### src/rtl/vliw_pkg.sv
// Shared opcode encodings, slot field positions and slot-kind type for the
// VLIW issue controller and its per-slot decoders.
package vliw_pkg;

  localparam logic [2:0] OP_LOAD  = 3'b000;
  localparam logic [2:0] OP_AND   = 3'b001;
  localparam logic [2:0] OP_OR    = 3'b010;
  localparam logic [2:0] OP_XOR   = 3'b011;
  localparam logic [2:0] OP_STORE = 3'b100;
  localparam logic [2:0] OP_ADD   = 3'b101;
  localparam logic [2:0] OP_SUB   = 3'b110;
  localparam logic [2:0] OP_MUL   = 3'b111;

  localparam int SLOT_W = 16;
  localparam int OPC_HI = 15;
  localparam int OPC_LO = 13;
  localparam int RD_HI  = 12;
  localparam int RD_LO  = 10;
  localparam int RS1_HI = 9;
  localparam int RS1_LO = 7;
  localparam int RS2_HI = 6;
  localparam int RS2_LO = 4;

  typedef enum logic {SLOT_ALU, SLOT_MEM} slot_kind_e;

  function automatic logic is_alu_op(input logic [2:0] op);
    return op inside {OP_AND, OP_OR, OP_XOR, OP_ADD, OP_SUB, OP_MUL};
  endfunction

endpackage

### src/rtl/vliw_slot_decode.sv
// Combinational decoder for one bundle slot. o_we is the slot's write-port
// enable: register write in an ALU slot, memory write (store) in a memory slot.
module vliw_slot_decode
  import vliw_pkg::*;
#(
  parameter slot_kind_e KIND = SLOT_ALU
) (
  input  logic [SLOT_W-1:0] i_word,
  output logic              o_we,
  output logic              o_is_load,
  output logic              o_is_store,
  output logic [2:0]        o_rd,
  output logic              o_src1_vld,
  output logic [2:0]        o_src1,
  output logic              o_src2_vld,
  output logic [2:0]        o_src2
);

  logic [2:0] w_op;

  always_comb begin
    w_op       = i_word[OPC_HI:OPC_LO];
    o_we       = 1'b0;
    o_is_load  = 1'b0;
    o_is_store = 1'b0;
    o_rd       = i_word[RD_HI:RD_LO];
    o_src1_vld = 1'b0;
    o_src1     = i_word[RS1_HI:RS1_LO];
    o_src2_vld = 1'b0;
    o_src2     = i_word[RS2_HI:RS2_LO];
    if (KIND == SLOT_ALU) begin
      if (is_alu_op(w_op)) begin
        o_we       = 1'b1;
        o_src1_vld = 1'b1;
        o_src2_vld = 1'b1;
      end
    end else begin
      // A memory-slot word of all zeros is a NOP, not a load of r0
      if (w_op == OP_LOAD && i_word != '0) begin
        o_is_load  = 1'b1;
        o_src1_vld = 1'b1;
      end else if (w_op == OP_STORE) begin
        o_we       = 1'b1;
        o_is_store = 1'b1;
        o_src1_vld = 1'b1;
        o_src2_vld = 1'b1;
        o_src2     = i_word[RD_HI:RD_LO];
      end
    end
  end

endmodule

### src/rtl/vliw_issue_ctrl.sv
// VLIW issue controller: accepts one bundle per cycle, registers write enables,
// tracks in-flight loads per register and stalls fetch on load-use/WAW hazards.
module vliw_issue_ctrl
  import vliw_pkg::*;
#(
  parameter int NUM_ALU  = 2,
  parameter int NUM_MEM  = 1,
  parameter int REG_W    = 3,
  parameter int LOAD_LAT = 2
) (
  input  logic                               i_clk,
  input  logic                               i_rst,
  input  logic                               i_bundle_valid,
  input  logic [SLOT_W*(NUM_ALU+NUM_MEM)-1:0] i_bundle,
  output logic                               o_bundle_ready,
  output logic                               o_out_valid,
  output logic [NUM_ALU-1:0]                 o_alu_we,
  output logic [REG_W*NUM_ALU-1:0]           o_alu_rd,
  output logic [NUM_MEM-1:0]                 o_st_we,
  output logic [2**REG_W-1:0]                o_ld_wb_mask,
  output logic                               o_waw_conflict,
  output logic [15:0]                        o_stall_cycles
);

  localparam int NSLOT = NUM_ALU + NUM_MEM;
  localparam int NREGS = 2**REG_W;
  localparam logic [2:0] CNT_LOAD = 3'(LOAD_LAT + 1);

  logic [NSLOT-1:0]         w_we, w_is_load, w_is_store, w_s1v, w_s2v;
  logic [NSLOT-1:0]         w_dst_vld, w_keep;
  logic [2:0]               w_rd   [NSLOT];
  logic [2:0]               w_src1 [NSLOT];
  logic [2:0]               w_src2 [NSLOT];
  logic                     w_hazard, w_conflict, w_accept;
  logic [REG_W*NUM_ALU-1:0] w_alu_rd_next;

  logic [2:0]               r_cnt [NREGS];
  logic                     r_out_valid, r_waw;
  logic [NUM_ALU-1:0]       r_alu_we;
  logic [REG_W*NUM_ALU-1:0] r_alu_rd;
  logic [NUM_MEM-1:0]       r_st_we;
  logic [15:0]              r_stall;

  for (genvar s = 0; s < NSLOT; s++) begin : g_slot
    vliw_slot_decode #(
      .KIND(slot_kind_e'((s < NUM_ALU) ? SLOT_ALU : SLOT_MEM))
    ) u_dec (
      .i_word    (i_bundle[SLOT_W*s +: SLOT_W]),
      .o_we      (w_we[s]),
      .o_is_load (w_is_load[s]),
      .o_is_store(w_is_store[s]),
      .o_rd      (w_rd[s]),
      .o_src1_vld(w_s1v[s]),
      .o_src1    (w_src1[s]),
      .o_src2_vld(w_s2v[s]),
      .o_src2    (w_src2[s])
    );
  end

  for (genvar a = 0; a < NUM_ALU; a++) begin : g_alu_rd
    assign w_alu_rd_next[REG_W*a +: REG_W] = REG_W'(w_rd[a]);
  end

  assign w_dst_vld = (w_we & ~w_is_store) | w_is_load;

  // A register with cnt==1 writes back this cycle and the file writes through
  always_comb begin
    w_hazard = 1'b0;
    for (int s = 0; s < NSLOT; s++) begin
      if (w_s1v[s] && r_cnt[REG_W'(w_src1[s])] > 3'd1) w_hazard = 1'b1;
      if (w_s2v[s] && r_cnt[REG_W'(w_src2[s])] > 3'd1) w_hazard = 1'b1;
      if (w_dst_vld[s] && r_cnt[REG_W'(w_rd[s])] > 3'd1) w_hazard = 1'b1;
    end
  end

  // The highest-indexed writer of a destination wins; lower ones are dropped
  always_comb begin
    w_keep     = '0;
    w_conflict = 1'b0;
    for (int s = 0; s < NSLOT; s++) begin
      if (w_dst_vld[s]) begin
        w_keep[s] = 1'b1;
        for (int j = s + 1; j < NSLOT; j++) begin
          if (w_dst_vld[j] && w_rd[j] == w_rd[s]) w_keep[s] = 1'b0;
        end
        if (!w_keep[s]) w_conflict = 1'b1;
      end
    end
  end

  assign o_bundle_ready = !w_hazard;
  assign w_accept       = i_bundle_valid && o_bundle_ready;

  always_ff @(posedge i_clk) begin
    if (i_rst) begin
      r_out_valid <= 1'b0;
      r_alu_we    <= '0;
      r_alu_rd    <= '0;
      r_st_we     <= '0;
      r_waw       <= 1'b0;
    end else if (w_accept) begin
      r_out_valid <= 1'b1;
      r_alu_we    <= w_we[NUM_ALU-1:0] & w_keep[NUM_ALU-1:0];
      r_alu_rd    <= w_alu_rd_next;
      r_st_we     <= w_we[NSLOT-1:NUM_ALU];
      r_waw       <= w_conflict;
    end else begin
      r_out_valid <= 1'b0;
      r_alu_we    <= '0;
      r_st_we     <= '0;
      r_waw       <= 1'b0;
    end
  end

  always_ff @(posedge i_clk) begin
    if (i_rst) begin
      for (int r = 0; r < NREGS; r++) r_cnt[r] <= '0;
    end else begin
      for (int r = 0; r < NREGS; r++) begin
        if (r_cnt[r] != 3'd0) r_cnt[r] <= r_cnt[r] - 3'd1;
        for (int s = 0; s < NSLOT; s++) begin
          if (w_accept && w_is_load[s] && w_keep[s] && REG_W'(w_rd[s]) == REG_W'(r))
            r_cnt[r] <= CNT_LOAD;
        end
      end
    end
  end

  always_ff @(posedge i_clk) begin
    if (i_rst) r_stall <= '0;
    else if (i_bundle_valid && !o_bundle_ready && r_stall != 16'hFFFF) r_stall <= r_stall + 16'd1;
  end

  always_comb begin
    o_ld_wb_mask = '0;
    for (int r = 0; r < NREGS; r++) o_ld_wb_mask[r] = (r_cnt[r] == 3'd1);
  end

  assign o_out_valid    = r_out_valid;
  assign o_alu_we       = r_alu_we;
  assign o_alu_rd       = r_alu_rd;
  assign o_st_we        = r_st_we;
  assign o_waw_conflict = r_waw;
  assign o_stall_cycles = r_stall;

endmodule

### config.mk
export PLATFORM = sky130hd
export DESIGN_NAME = vliw_issue_ctrl
export DESIGN_NICKNAME = d
export VERILOG_FILES = /design/src/rtl/vliw_pkg.sv /design/src/rtl/vliw_slot_decode.sv /design/src/rtl/vliw_issue_ctrl.sv
export SDC_FILE = /design/constraint.sdc
export NUM_CORES = 1
export LEC_CHECK = 0
export BUFFER_PORTS_ARGS = -buffer_cell sky130_fd_sc_hd__buf_2
export CAP_MARGIN = 15
export CELL_PAD_IN_SITES_DETAIL_PLACEMENT = 0
export CELL_PAD_IN_SITES_GLOBAL_PLACEMENT = 1
export CORE_ASPECT_RATIO = 1.4
export CORE_MARGIN = 2
export CORE_UTILIZATION = 40
export CTS_CLUSTER_DIAMETER = 150
export DETAILED_ROUTE_END_ITERATION = 10
export HOLD_SLACK_MARGIN = 0.12
export PLACE_DENSITY = 0.9
export SYNTH_ARGS = -nofsm -noshare
export SYNTH_HDL_FRONTEND = slang
export SYNTH_SLANG_ARGS = --single-unit
### constraint.sdc
create_clock -name i_clk -period 3.7 [get_ports i_clk]
set_clock_uncertainty 0.2 [all_clocks]
set_input_delay 0.37 -clock i_clk [delete_from_list [all_inputs] [get_ports i_clk]]
set_output_delay 0.37 -clock i_clk [all_outputs]
set_load 0.02 [all_outputs]
Word-level counts from Yosys, hierarchy flattened:

Memories as Yosys holds them, arrays and structs flattened.
Cells that the tools add are included.

* bits in writable memories: 24
* bits of input ports: 51
* register bits after elaboration: 27
* memories kept: 1

* multiplexer cells: 96
* $lt $le $gt $ge: 9
* reductions and logical operators: 41
* add/subtract/negate cells: 9
* equality and inequality tests: 32
* bitwise operators: 21

Memories
* r_cnt: words 8, width 3, read ports 17, clocked after memory_dff 0, write ports 8, RTL line vliw_issue_ctrl.sv:37 `logic [2:0] r_cnt [NREGS];`

Operators by type and width (count)
* $mux W1: 78
* $mux W3: 18
* $eq A3 B1 Y1 const B: 11
* $eq A3 B3 Y1 const B: 11
* $gt A3 B1 Y1 const B: 9
* $logic_and A1 B1 Y1: 26
* $reduce_bool A3 Y1: 8
* $sub A3 B1 Y3 const B: 8
* $eq A3 B2 Y1 const B: 6
* $add A16 B1 Y16 const B: 1
* $ne A16 B16 Y1 const B: 1
* $or A1 B1 Y1: 16
* $reduce_bool A16 Y1: 1
* $reduce_bool A6 Y1: 2
* $eq A3 B3 Y1: 3
* $logic_not A3 Y1: 2
* $and A3 B3 Y3: 1
* $not A3 Y3: 1
* $or A3 B3 Y3: 1
* $and A2 B2 Y2: 1
* $reduce_or A2 Y1: 1
* $logic_not A1 Y1: 1
* $not A1 Y1: 1

Depth between registers and ports, before layout:

* depth in word-level cells: 23
* depth in mapped cells: 11

Modules after synthesis:

Synthesis repeated with hierarchy kept, for this count alone.

* cell total of the unflattened synthesis: 504
* area total of the unflattened synthesis: 4329.2 µm²

By module, submodules not included
* vliw_issue_ctrl: cells an instance 454, area an instance 3943.8 µm², times used 1
* vliw_slot_decode (g_slot[0].u_dec ...): cells an instance 15, area an instance 107.6 µm², times used 2
* vliw_slot_decode (g_slot[2].u_dec): cells an instance 20, area an instance 170.2 µm², times used 1

Worst setup path before layout:

Ideal clock, no wire load.

* path type: reg2reg
* start: memory r_cnt[3][2]
* end: memory r_cnt[7][0], enable pin
* setup time: 0.324 ns
* buffers on the path: 1
* cell stages (with the launch flop): 10
* period minus slack after synthesis: 3.485 ns
* slack: 0.215 ns
* arrival time: 2.961 ns
* path through: edfxtp_1 > nor2_1 > mux4_2 > o22a_1 > nand4_1 > a221o_1 > nor3_1 > nand3_2 > buf_2 > o21ai_1

RTL lines (RTL line)
* start: declaration: vliw_issue_ctrl.sv:37

==> qor.yml <==
power:
  p_comb_frac: 0.481
  irDropWorstVdd_mv: 0.259
  power_frac_seq: 0.339
  p_per_area_mw_per_mm2: 588
  leakagePower_uw: 0.00193
  p_int_uw: 1620
  netSwitchingFraction: 0.400
  power.switching_uw: 1080
  power.share.clock: 0.181
grt:
  grtUsageTotal: 0.199
  gr-total-overflow: 0
  grt_pass1_wl_um: 16500
  grt_max_degree: 36
  grt_pass1_vias: 3346
  antenna_found_initial: 0
die:
  start_util: 0.410
  die_w_um: 87.2
  fp.dieArea_mm2: 0.0105
  rows: 42
  io_pins: 87
  core_area_mm2: 0.00946
  die-height_um: 120
final_layout:
  final_common_cell: "buf_2"
  final_layout_size_suffix_gt1_frac: 0.260
  nets: 579
  antennaDiodeCount: 0
  final_cell_area_mm2: 0.00458
  syn2layout_area_growth_pct: 18.2
  mostFrequentLayoutCells: "76 x buf_2, 35 x inv_1, 34 x nor2_1"
  fillerInstances: 909
sta:
  finalWorstSetupSlack_ns: 0.241
  layout_min_cycle_time_ns: 3.46
  setup_tns_ns: 0
  clock.fmax_mhz: 289
  worst_pin_slew_ns: 0.697
  hold_viol_final: 0
  max_slew_margin: 0.529
  drv_slew: 0
  layout_worst_path_cycle_share: 0.935
  rsz0062_at_grt: "no"
  setup_viol: 0
setup_path:
  startpoint_type: "flop"
  critical_path.cell_chain: "nor2_1, buf_4, a311oi_1, o311ai_0, nand4_1, a221o_1, or4_4, nor3_4, a2111o_1"
  critPathCaptureType: "flop"
  crit_type: "flop to flop"
  cpPeakStageDelay_ns: 0.59
  cpMaxStageDelayCell: "or4_4"
  crit_family: "simple AND/OR/NAND/NOR gates"
  path_max_fanout: 8
  critical_path_buf_inv_count: 1
  cp.required_ns: 3.51
  arrival_ns: 3.27
placement:
  gp_congestion: 0.883
  dpl_worst_slack_ns: 0.209
  port_buffers: 76
  dpl.hpwl_um: 8030
  dpl_cell_area_mm2: 0.00443
detailed_routing:
  drc: 0
  first_pass_iters: 5
  vias: 3638
  first_iter_violations: 289
  vias_per_cell: 5.93
  post_drt_wl_per_cell_um: 16.9
  wl_um: 10400
  ant_nets: 0
logic_synthesis:
  synth_top_area_frac: 0.186
  synth_nets: 499
  synth_area_per_cell_um2: 9.16
  yosysSeqAreaShare: 0.325
  ys_top_cells_by_area: "edfxtp_1 19%, dfxtp_1 14%, ha_1 8.1%, mux4_2 4.6%, inv_1 3.4%"
  synth-edff-count: 24
  yosysWarnings: 0
  yosys.area.top_type: "edfxtp_1"
  synthCells: 423
  ys.flop_type: "dfxtp_1"
  syn_area_mm2: 0.00387
  ys_ff_latch: 51
  async_flop_share: 0
  synth_cell_type_count: 71
clock_tree:
  ctsHtreeMaxLevel: 2
  clk_pin_slew_ns: 0.07
  clk_path_buf_depth: 2
  clkLatencyLatePin_ns: 0.30
  cts_root_buffer: "clkbuf_16"
  clock-sinks: 51
  cts_resized: 0
  cts_hold_buf: 0
  numCtsBuffers: 5
  cts_tree: "yes"
  cts_setup_buffers: 0
run:
  drv_cap: 0
min_path:
  hold_class: "input pin to flop"
status:
  status: "finished clean"
routing by layer:
metal	routed length, um	GRT usage	vias to the layer above
met5	0	0	-
met4	198	0.0587	0
met3	580	0.0334	20
met2	5390	0.351	144
met1	4200	0.246	1721
li1	-	-	1753
worst reg2reg max path, delay by kind of cell (launching register included):
kind / cells / cell delay, ns
compound gates: 4 / 0.88
buf+inv: 1 / 0.19
flops: 1 / 0.49
simple gates: 4 / 1.41
cell usage after synthesis, types with 4 or more instances:
cell type / instances
nor3_1: 11
buf_2: 6
o21ai_0: 20
clkbuf_1: 11
nand2_1: 14
edfxtp_1: 24
nor4_1: 6
a211oi_1: 9
mux2i_1: 13
xnor2_1: 8
nand3_1: 11
dfxtp_1: 27
nand4_1: 5
and3_1: 5
inv_1: 35
nor2_1: 34
or3_1: 17
a31oi_1: 4
o22ai_1: 8
xor2_1: 4
a21oi_1: 21
a311oi_1: 4
o31ai_1: 5
nand2b_1: 6
ha_1: 25
a2111o_1: 4
nor2b_1: 10
mux4_2: 8
flip-flops by register name, summed over array words and instances, names as in the netlist:
signal	count
o_alu_rd	6
o_out_valid	1
o_waw_conflict	1
o_alu_we	2
r_cnt	24
o_st_we	1
o_stall_cycles	16
layout make-up:
cell class	instances	area, um^2	area share
tap	110	138	0.0300
inverter	35	131	0.0287
clock inverter	3	26.3	0.00574
multi-input combinational	313	2360	0.515
clock buffer	5	125	0.0273
timing repair buffer	97	538	0.117
sequential	51	1260	0.275
worst paths after layout:
check                             from                   endpoint  slack [ns]  depth (start not counted)
min reg2reg   o_alu_rd[4]$_SDFFE_PP0N_   o_alu_rd[4]$_SDFFE_PP0N_        0.30                          2
min                       i_bundle[27]   o_alu_rd[4]$_SDFFE_PP0N_        0.23                          3
max          r_cnt[7][1]$_SDFFCE_PP0P_  r_cnt[3][2]$_SDFFCE_PP0P_        0.24                          9
max reg2reg  r_cnt[7][1]$_SDFFCE_PP0P_  r_cnt[3][2]$_SDFFCE_PP0P_        0.24                          9
cells by family after synthesis:
family          after synthesis  share of synthesized area
simple gates                147                      0.222
compound gates              107                      0.196
buf+inv                      59                     0.0652
flops                        51                      0.325
fa+ha+maj                    25                     0.0807
mux                          22                     0.0830
xor+xnor                     12                     0.0271
metrics by stage:
step,utilization,std cells,hold slack [ns],power [uW]
2_1_floorplan,-,423,0.357,1790
3_3_place_gp,0.468,606,0.269,2160
3_5_place_dp,0.468,606,0.285,2200
4_1_cts,0.484,614,0.236,2690
5_1_grt,0.484,614,0.251,2890
6_report,0.484,614,0.233,2690
power by group through the flow:
stage	Sequential (uW)	Clock [uW]	Combinational, uW
6_report	912	487	1290
2_1_floorplan	885	0	900
3_5_place_dp	918	0	1280
3_3_place_gp	912	0	1250
4_1_cts	905	496	1290
5_1_grt	933	519	1440
Power figures use the tool's default switching activity.
